$ cat src/rtl/parity_frame_tx.sv
// Serial frame transmitter: start, 8 data bits LSB-first, parity, STOP_BITS stop bits.
// Optional input parity checker enabled by defining PARITY_FRAME_TX_CHECK_EN.
module parity_frame_tx #(
  parameter int CLKS_PER_BIT = 16,
  parameter int STOP_BITS    = 1
) (
  input  logic       clk,
  input  logic       reset_n,
  input  logic [7:0] data_in,
  input  logic       parity_in,
  input  logic       data_valid,
  output logic       data_ready,
  output logic       tx_out,
  output logic       busy,
  output logic       parity_err
);

  localparam int            BW        = (CLKS_PER_BIT > 1) ? $clog2(CLKS_PER_BIT) : 1;
  localparam logic [BW-1:0] BAUD_MAX  = BW'(CLKS_PER_BIT - 1);
  localparam logic [2:0]    STOP_LAST = 3'(STOP_BITS - 1);

  if (CLKS_PER_BIT < 2) begin : g_bad_cpb
    $error("parity_frame_tx: CLKS_PER_BIT must be >= 2");
  end
  if (STOP_BITS < 1 || STOP_BITS > 2) begin : g_bad_stop
    $error("parity_frame_tx: STOP_BITS must be 1 or 2");
  end

  typedef enum logic [2:0] {IDLE, START, DATA, PARITY, STOP} state_t;

  // Reset asserts asynchronously, deasserts two clock edges later.
  logic [1:0] rst_sync;
  logic       rst_n;

  always_ff @(posedge clk or negedge reset_n) begin
    if (!reset_n) rst_sync <= '0;
    else          rst_sync <= {rst_sync[0], 1'b1};
  end
  assign rst_n = rst_sync[1];

  state_t        state_q, state_d;
  logic [BW-1:0] baud_q, baud_d;
  logic [2:0]    idx_q, idx_d;
  logic [7:0]    shift_q, shift_d;
  logic          par_q, par_d;
  logic          tx_d, ready_d, busy_d;
  logic          bit_end;

  always_ff @(posedge clk or negedge rst_n) begin
    if (!rst_n) begin
      state_q    <= IDLE;
      baud_q     <= '0;
      idx_q      <= '0;
      shift_q    <= '0;
      par_q      <= 1'b0;
      tx_out     <= 1'b1;
      data_ready <= 1'b1;
      busy       <= 1'b0;
    end else begin
      state_q    <= state_d;
      baud_q     <= baud_d;
      idx_q      <= idx_d;
      shift_q    <= shift_d;
      par_q      <= par_d;
      tx_out     <= tx_d;
      data_ready <= ready_d;
      busy       <= busy_d;
    end
  end

  assign bit_end = (baud_q == BAUD_MAX);

  // Outputs are computed one cycle ahead so every port comes straight from a flop.
  always_comb begin
    state_d = state_q;
    baud_d  = bit_end ? '0 : baud_q + BW'(1);
    idx_d   = idx_q;
    shift_d = shift_q;
    par_d   = par_q;
    tx_d    = tx_out;
    ready_d = data_ready;
    busy_d  = busy;
    case (state_q)
      IDLE: begin
        baud_d  = '0;
        idx_d   = '0;
        tx_d    = 1'b1;
        ready_d = 1'b1;
        busy_d  = 1'b0;
        if (data_valid && data_ready) begin
          shift_d = data_in;
          par_d   = parity_in;
          state_d = START;
          tx_d    = 1'b0;
          ready_d = 1'b0;
          busy_d  = 1'b1;
        end
      end
      START: if (bit_end) begin
        state_d = DATA;
        tx_d    = shift_q[0];
      end
      DATA: if (bit_end) begin
        if (idx_q == 3'd7) begin
          state_d = PARITY;
          idx_d   = '0;
          tx_d    = par_q;
        end else begin
          idx_d   = idx_q + 3'd1;
          shift_d = shift_q >> 1;
          tx_d    = shift_q[1];
        end
      end
      PARITY: if (bit_end) begin
        state_d = STOP;
        tx_d    = 1'b1;
      end
      STOP: if (bit_end) begin
        if (idx_q == STOP_LAST) begin
          state_d = IDLE;
          idx_d   = '0;
          ready_d = 1'b1;
          busy_d  = 1'b0;
        end else begin
          idx_d   = idx_q + 3'd1;
        end
      end
      default: state_d = IDLE;
    endcase
  end

`ifdef PARITY_FRAME_TX_CHECK_EN
  logic accept;
  assign accept = (state_q == IDLE) && data_valid && data_ready;

  // Flags only; the frame still carries the parity bit as received.
  always_ff @(posedge clk or negedge rst_n) begin
    if (!rst_n)                                   parity_err <= 1'b0;
    else if (accept && ((^data_in) != parity_in)) parity_err <= 1'b1;
  end
`else
  assign parity_err = 1'b0;
`endif

endmodule

$ cat config.mk
export PLATFORM = sky130hd
export DESIGN_NAME = parity_frame_tx
export DESIGN_NICKNAME = d
export VERILOG_FILES = /design/src/rtl/parity_frame_tx.sv
export SDC_FILE = /design/constraint.sdc
export NUM_CORES = 1
export LEC_CHECK = 0
export ABC_AREA = 1
export CORE_ASPECT_RATIO = 0.6
export CORE_MARGIN = 3
export CORE_UTILIZATION = 58
export CTS_CLUSTER_DIAMETER = 30
export DETAILED_ROUTE_END_ITERATION = 10
export PLACE_DENSITY = 0.79
export SYNTH_ARGS = -nofsm -noshare
export SYNTH_HDL_FRONTEND = slang
export SYNTH_SLANG_ARGS = --single-unit
export TNS_END_PERCENT = 50
$ cat constraint.sdc
create_clock -name clk -period 1.89 [get_ports clk]
set_input_delay 0.189 -clock clk [delete_from_list [all_inputs] [get_ports clk]]
set_output_delay 0.189 -clock clk [all_outputs]
set_load 0.05 [all_outputs]
# [After elaboration in Yosys (flattened, before gate mapping)]
# Cells that the tools add are included.
[word_totals] memories=0 ramBits=0 romBits=0 wordCells=70 latch_bits=0 ff_bits=24
[op_classes] mul=0 div_mod_pow=0 muxes=32 magnitude_cmp=0 add_sub_neg=2 n_bitwise=0 n_eq_ne=14 shift=0 reduce_logical=13
[op_table] operator="2-to-1 mux 3 bit" count=11
[op_table] operator="2-to-1 mux 8 bit" count=3
[op_table] operator="inequality test 2 bit (second input constant)" count=8
[op_table] operator="one-hot mux 8 bit (2 select lines)" count=1
[op_table] operator="one-hot mux 3 bit (5 select lines)" count=1
[op_table] operator="2-to-1 mux 1 bit" count=10
[op_table] operator="one-hot mux 3 bit (3 select lines)" count=1
[op_table] operator="2-to-1 mux 4 bit" count=2
[op_table] operator="AND reduction 4 bit" count=2
[op_table] operator="AND reduction 7 bit" count=1
[op_table] operator="== test 3 x 2 -> 1 bit (second input constant)" count=2
[op_table] operator="== test 3 bit (second input constant)" count=2
[op_table] operator="logical NOT 3 bit" count=2
[op_table] operator="AND reduction 3 bit" count=2
[op_table] operator="adder 4 x 1 -> 4 bit (second input constant)" count=1
[op_table] operator="== test 4 bit (second input constant)" count=1
[op_table] operator="one-hot mux 1 bit (2 select lines)" count=2
[op_table] operator="one-hot mux 1 bit (4 select lines)" count=1
[op_table] operator="nonzero test 2 bit" count=2
[op_table] operator="nonzero test 4 bit" count=1
[op_table] operator="adder 3 x 1 -> 3 bit (second input constant)" count=1
[op_table] operator="== test 3 x 1 -> 1 bit (second input constant)" count=1
[op_table] operator="nonzero test 3 bit" count=1
[op_table] operator="AND reduction 2 bit" count=1
[op_table] operator="logical AND 1 bit" count=1

# [Depth between registers and ports, before layout]
[logic_depth] word_depth=4 mapped_depth=9

# [Worst setup path before layout]
# OpenSTA, ideal clock, no wires.
[synth_timing] path_kind="register to register" start="register data_ready" end="register shift_q[1]" arrival_time_ps=1337 synth_period_minus_slack_ps=1464 t_required_ps=1762 setup_time_ps=128 stages_incl_launch_ff=7 path_slack_ps=426 path_cell_list="dfstp_2 nand2_1 nand3_2 nand4_2 buf_4 nand2_1 o21ai_0"
[synth_between] elab_chain_cells=3
[synth_rtl] element="start, declared" line_no="12" rtl="output logic data_ready,"
[synth_rtl] element="start signal, assigned" line_no="66" rtl="data_ready <= ready_d;"
[synth_rtl] element="logical AND 1 bit" line_no="90" rtl="if (data_valid && data_ready) begin"
[synth_rtl] element="inequality test 2 bit (no line)"
[synth_rtl] element="AND reduction 4 bit (no line)"
[synth_rtl] element="end signal, assigned" line_no="63" rtl="shift_q <= shift_d;"
[synth_rtl] element="end, declared" line_no="44" rtl="logic [7:0] shift_q, shift_d;"
# No other way between the ends.
# A chain may end at the register's enable or synchronous reset.

# [Final worst setup path]
[layout_timing] start="register data_ready" end="output port data_ready"
# No word-level cell between the ends.

==> results by group <==
Run status
  • Outcome: finished clean

Routing
  • Initial DRC count: 84
  • Met2 wire len: 1.19 mm
  • Drt first pass iters: 4
  • M1 WL: ~1.3 mm
  • Routed Antenna Nets: 0
  • Total vias in the final route: around 1,100
  • Via-to-Cell Ratio: 5.25
  • Top sig layer: met4
  • WL final: roughly 2.6 mm
  • Avg WL per Cell: 12.6 µm
  • Remaining DRCs: 0
  • Metal3 WL: between 100 and 150 µm

Clock network
  • Post-CTS Setup Bufs: 0
  • Number of buffers created by CTS: 3
  • Hold-fix buffers, CTS: 0
  • H-tree Lvls: 1
  • Post-CTS Resized: 0
  • CTS clock-pin slew for the worst setup and hold paths: around 0.08 ns
  • Clock Path Buffers: 2
  • CTS sink cnt: 24
  • CTS tree: yes
  • Clk_lat worst skew: 0.26 ns
  • Clock Tree Root: clkbuf_8

Critical path
  • Critical Path Source Type: flip-flop
  • Slowest library cell on the worst path: clkdlybuf4s50_1
  • Largest delay share family, worst path: buffers and inverters
  • Worst Setup End Kind: output port
  • Bufs and invs on worst path: 1
  • Crit-path max FO: 3
  • Worst Path Class, Setup: flip-flop to output port
  • Worst path required time: between 1.5 and 2 ns
  • Slowest stage delay, CP: about 0.8 ns
  • Arr. time, crit path: 1.61 ns
  • Crit path cell chain: clkdlybuf4s50_1

Die
  • Core ar.: slightly below 0.002 mm²
  • Die span in y: around 43 µm
  • Initial Utilization: ~66%
  • Die width: roughly 67 µm
  • Row cnt: 12
  • DIE AREA: ~0.0028 mm²
  • I/O pins: 16

STA
  • Slew Limit Fails: 0
  • Fin worst setup slack: ~0.09 ns
  • Worst slew pin tran: around 0.50 ns
  • Crit share post-route: between 90% and 100%
  • RSZ-0062 raised after global routing: false
  • Minimum hold slack: 0.0718 ns
  • FMAX: between 0.5 and 0.6 GHz
  • Max-slew headroom: between 60% and 70%
  • Final-report setup violation count: 0
  • Layout Skew: roughly 0.0024 ns
  • Fin. Hold Viols: 0
  • Setup TNS: 0 ns
  • Crit path time final: between 1.5 and 2 ns

Global route
  • Initial antenna violation count: 0
  • Pin count of the biggest net entering global routing: 23
  • First-pass GRT wire length: 4.64 mm
  • Remaining global-route overflow: 0
  • Gr usage total: 21.5%
  • Vias in the first global route: 1,034

Cells and area
  • Area occupied by multi-input gates: between 500 and 600 µm²
  • # fillers: 150
  • Final core occ: between 70 and 80%
  • Layout cells sized above 1: 8.29%
  • Reg area: roughly 600 µm²
  • Layout Cells excl Fill: 209
  • Area Growth Syn to Fin: 16.6%
  • Cell area after layout: about 0.0015 mm²
  • ANT cells: 0
  • Fin nets: ~200

Power
  • Worst vdd ir: about 870 µV
  • PwrDens: 1740 mW/mm²
  • Total power draw: ~2.6 mW
  • Lkg Pwr: ~0.77 nW

Flow run
  • Max Cap Violations: 0

Place
  • Inst Count DP: roughly 210
  • I/O Buffers: 14
  • Area after DPL: about 0.0015 mm²
  • Routability cong.: 0.804
  • Placed wire-length estimate: roughly 2.1 mm
  • Setup slack at placement: roughly 0.26 ns

Logic synthesis
  • Synth area leader: dfrtp_1
  • Synth top area share: around 43%
  • Synth Area in Compound Gates: between 10% and 20%
  • Mapped Area: 0.00129 mm²
  • Largest family of logic cells by synthesized area: simple AND/OR/NAND/NOR gates
  • Syn nets: 182
  • #FFs+latches synth: 24
  • Ranking of synthesized cells by area: dfrtp_1 (43%), nand2_1 (15%), o21ai_0 (7.8%)
  • Library cells used by synthesis: 24
  • Simple-gate portion of the synthesized area: between 20% and 30%
  • Cells after Synth: between 150 and 200
  • Warnings, synthesis: 0
  • Multiplexer share of the synthesized area: 0%
  • Avg Cell Area, Syn: about 7.8 µm²
  • Post-Synth XOR/XNOR Area: less than 1%
  • Post-synthesis sequential area ratio: a little under half
  • Synth Area in Adders: roughly 4.8%

Hold path
  • Worst Hold Class: primary input to asynchronous set/reset pin
[worst paths after layout]
check,startpoint,end,cells past startpoint,slack [ns]
max,data_ready,data_ready,1,0.09
min,reset_n,rst_sync[1],1,0.07
max reg2reg,idx_q[0],shift_q[5],5,0.21
min reg2reg,rst_sync[1],shift_q[1],1,0.23
max in group asynchronous,rst_sync[1],tx_out,1,1.38
min in group clk,rst_sync[0],rst_sync[1],0,0.37
[per-layer routing]
layer	vias up	track usage, %
met1	515	30.9
met3	2	7.24
met4	0	2.42
met2	28	32.3
met5	-	0
li1	552	-
[area by class of cell]
type,count,share of cell area (%)
multi-input combinational,120,39.4
tap,28,2.33
timing repair buffer,16,10.3
sequential,24,40.1
clock buffer,4,3.66
inverter,17,4.24
[Yosys cell counts (all sizes together)]
cell / number
a21oi: 4
buf: 4
conb: 2
dfrtp: 22
dfstp: 2
ha: 5
inv: 17
nand2: 51
nand3: 14
nand4: 1
nor2: 13
o21ai: 23
or2: 6
xor2: 1
[cell families (layout without fill, tap and decap cells)]
family	count (synthesis)	after routing
simple gates	85	85
compound gates	27	27
flops	24	24
buf+inv	21	37
fa+ha+maj	5	5
other cells	2	2
xor+xnor	1	1
[cell usage in the layout, fill, tap and decap left out, types with 3 or more instances in the layout]
master / n
a21oi_1: 4
ha_1: 5
inv_1: 16
nand2_1: 50
o21ai_0: 20
dfrtp_1: 22
clkbuf_8: 4
nand3_1: 13
nor2_1: 12
clkdlybuf4s50_1: 14
or2_0: 3
[registers in the layout (all words and copies together), names as in the netlist]
name	cells
baud_q	4
busy	1
data_ready	1
idx_q	3
par_q	1
rst_sync	2
shift_q	8
state_q	3
tx_out	1
[where the power goes]
| group | total (mW) | internal (mW) | switching, mW |
|---|---|---|---|
| clock network | 0.343 | 0.186 | 0.157 |
| logic | 1.34 | 0.450 | 0.891 |
| registers | 0.934 | 0.749 | 0.185 |
(Power assumes the default switching activity.)
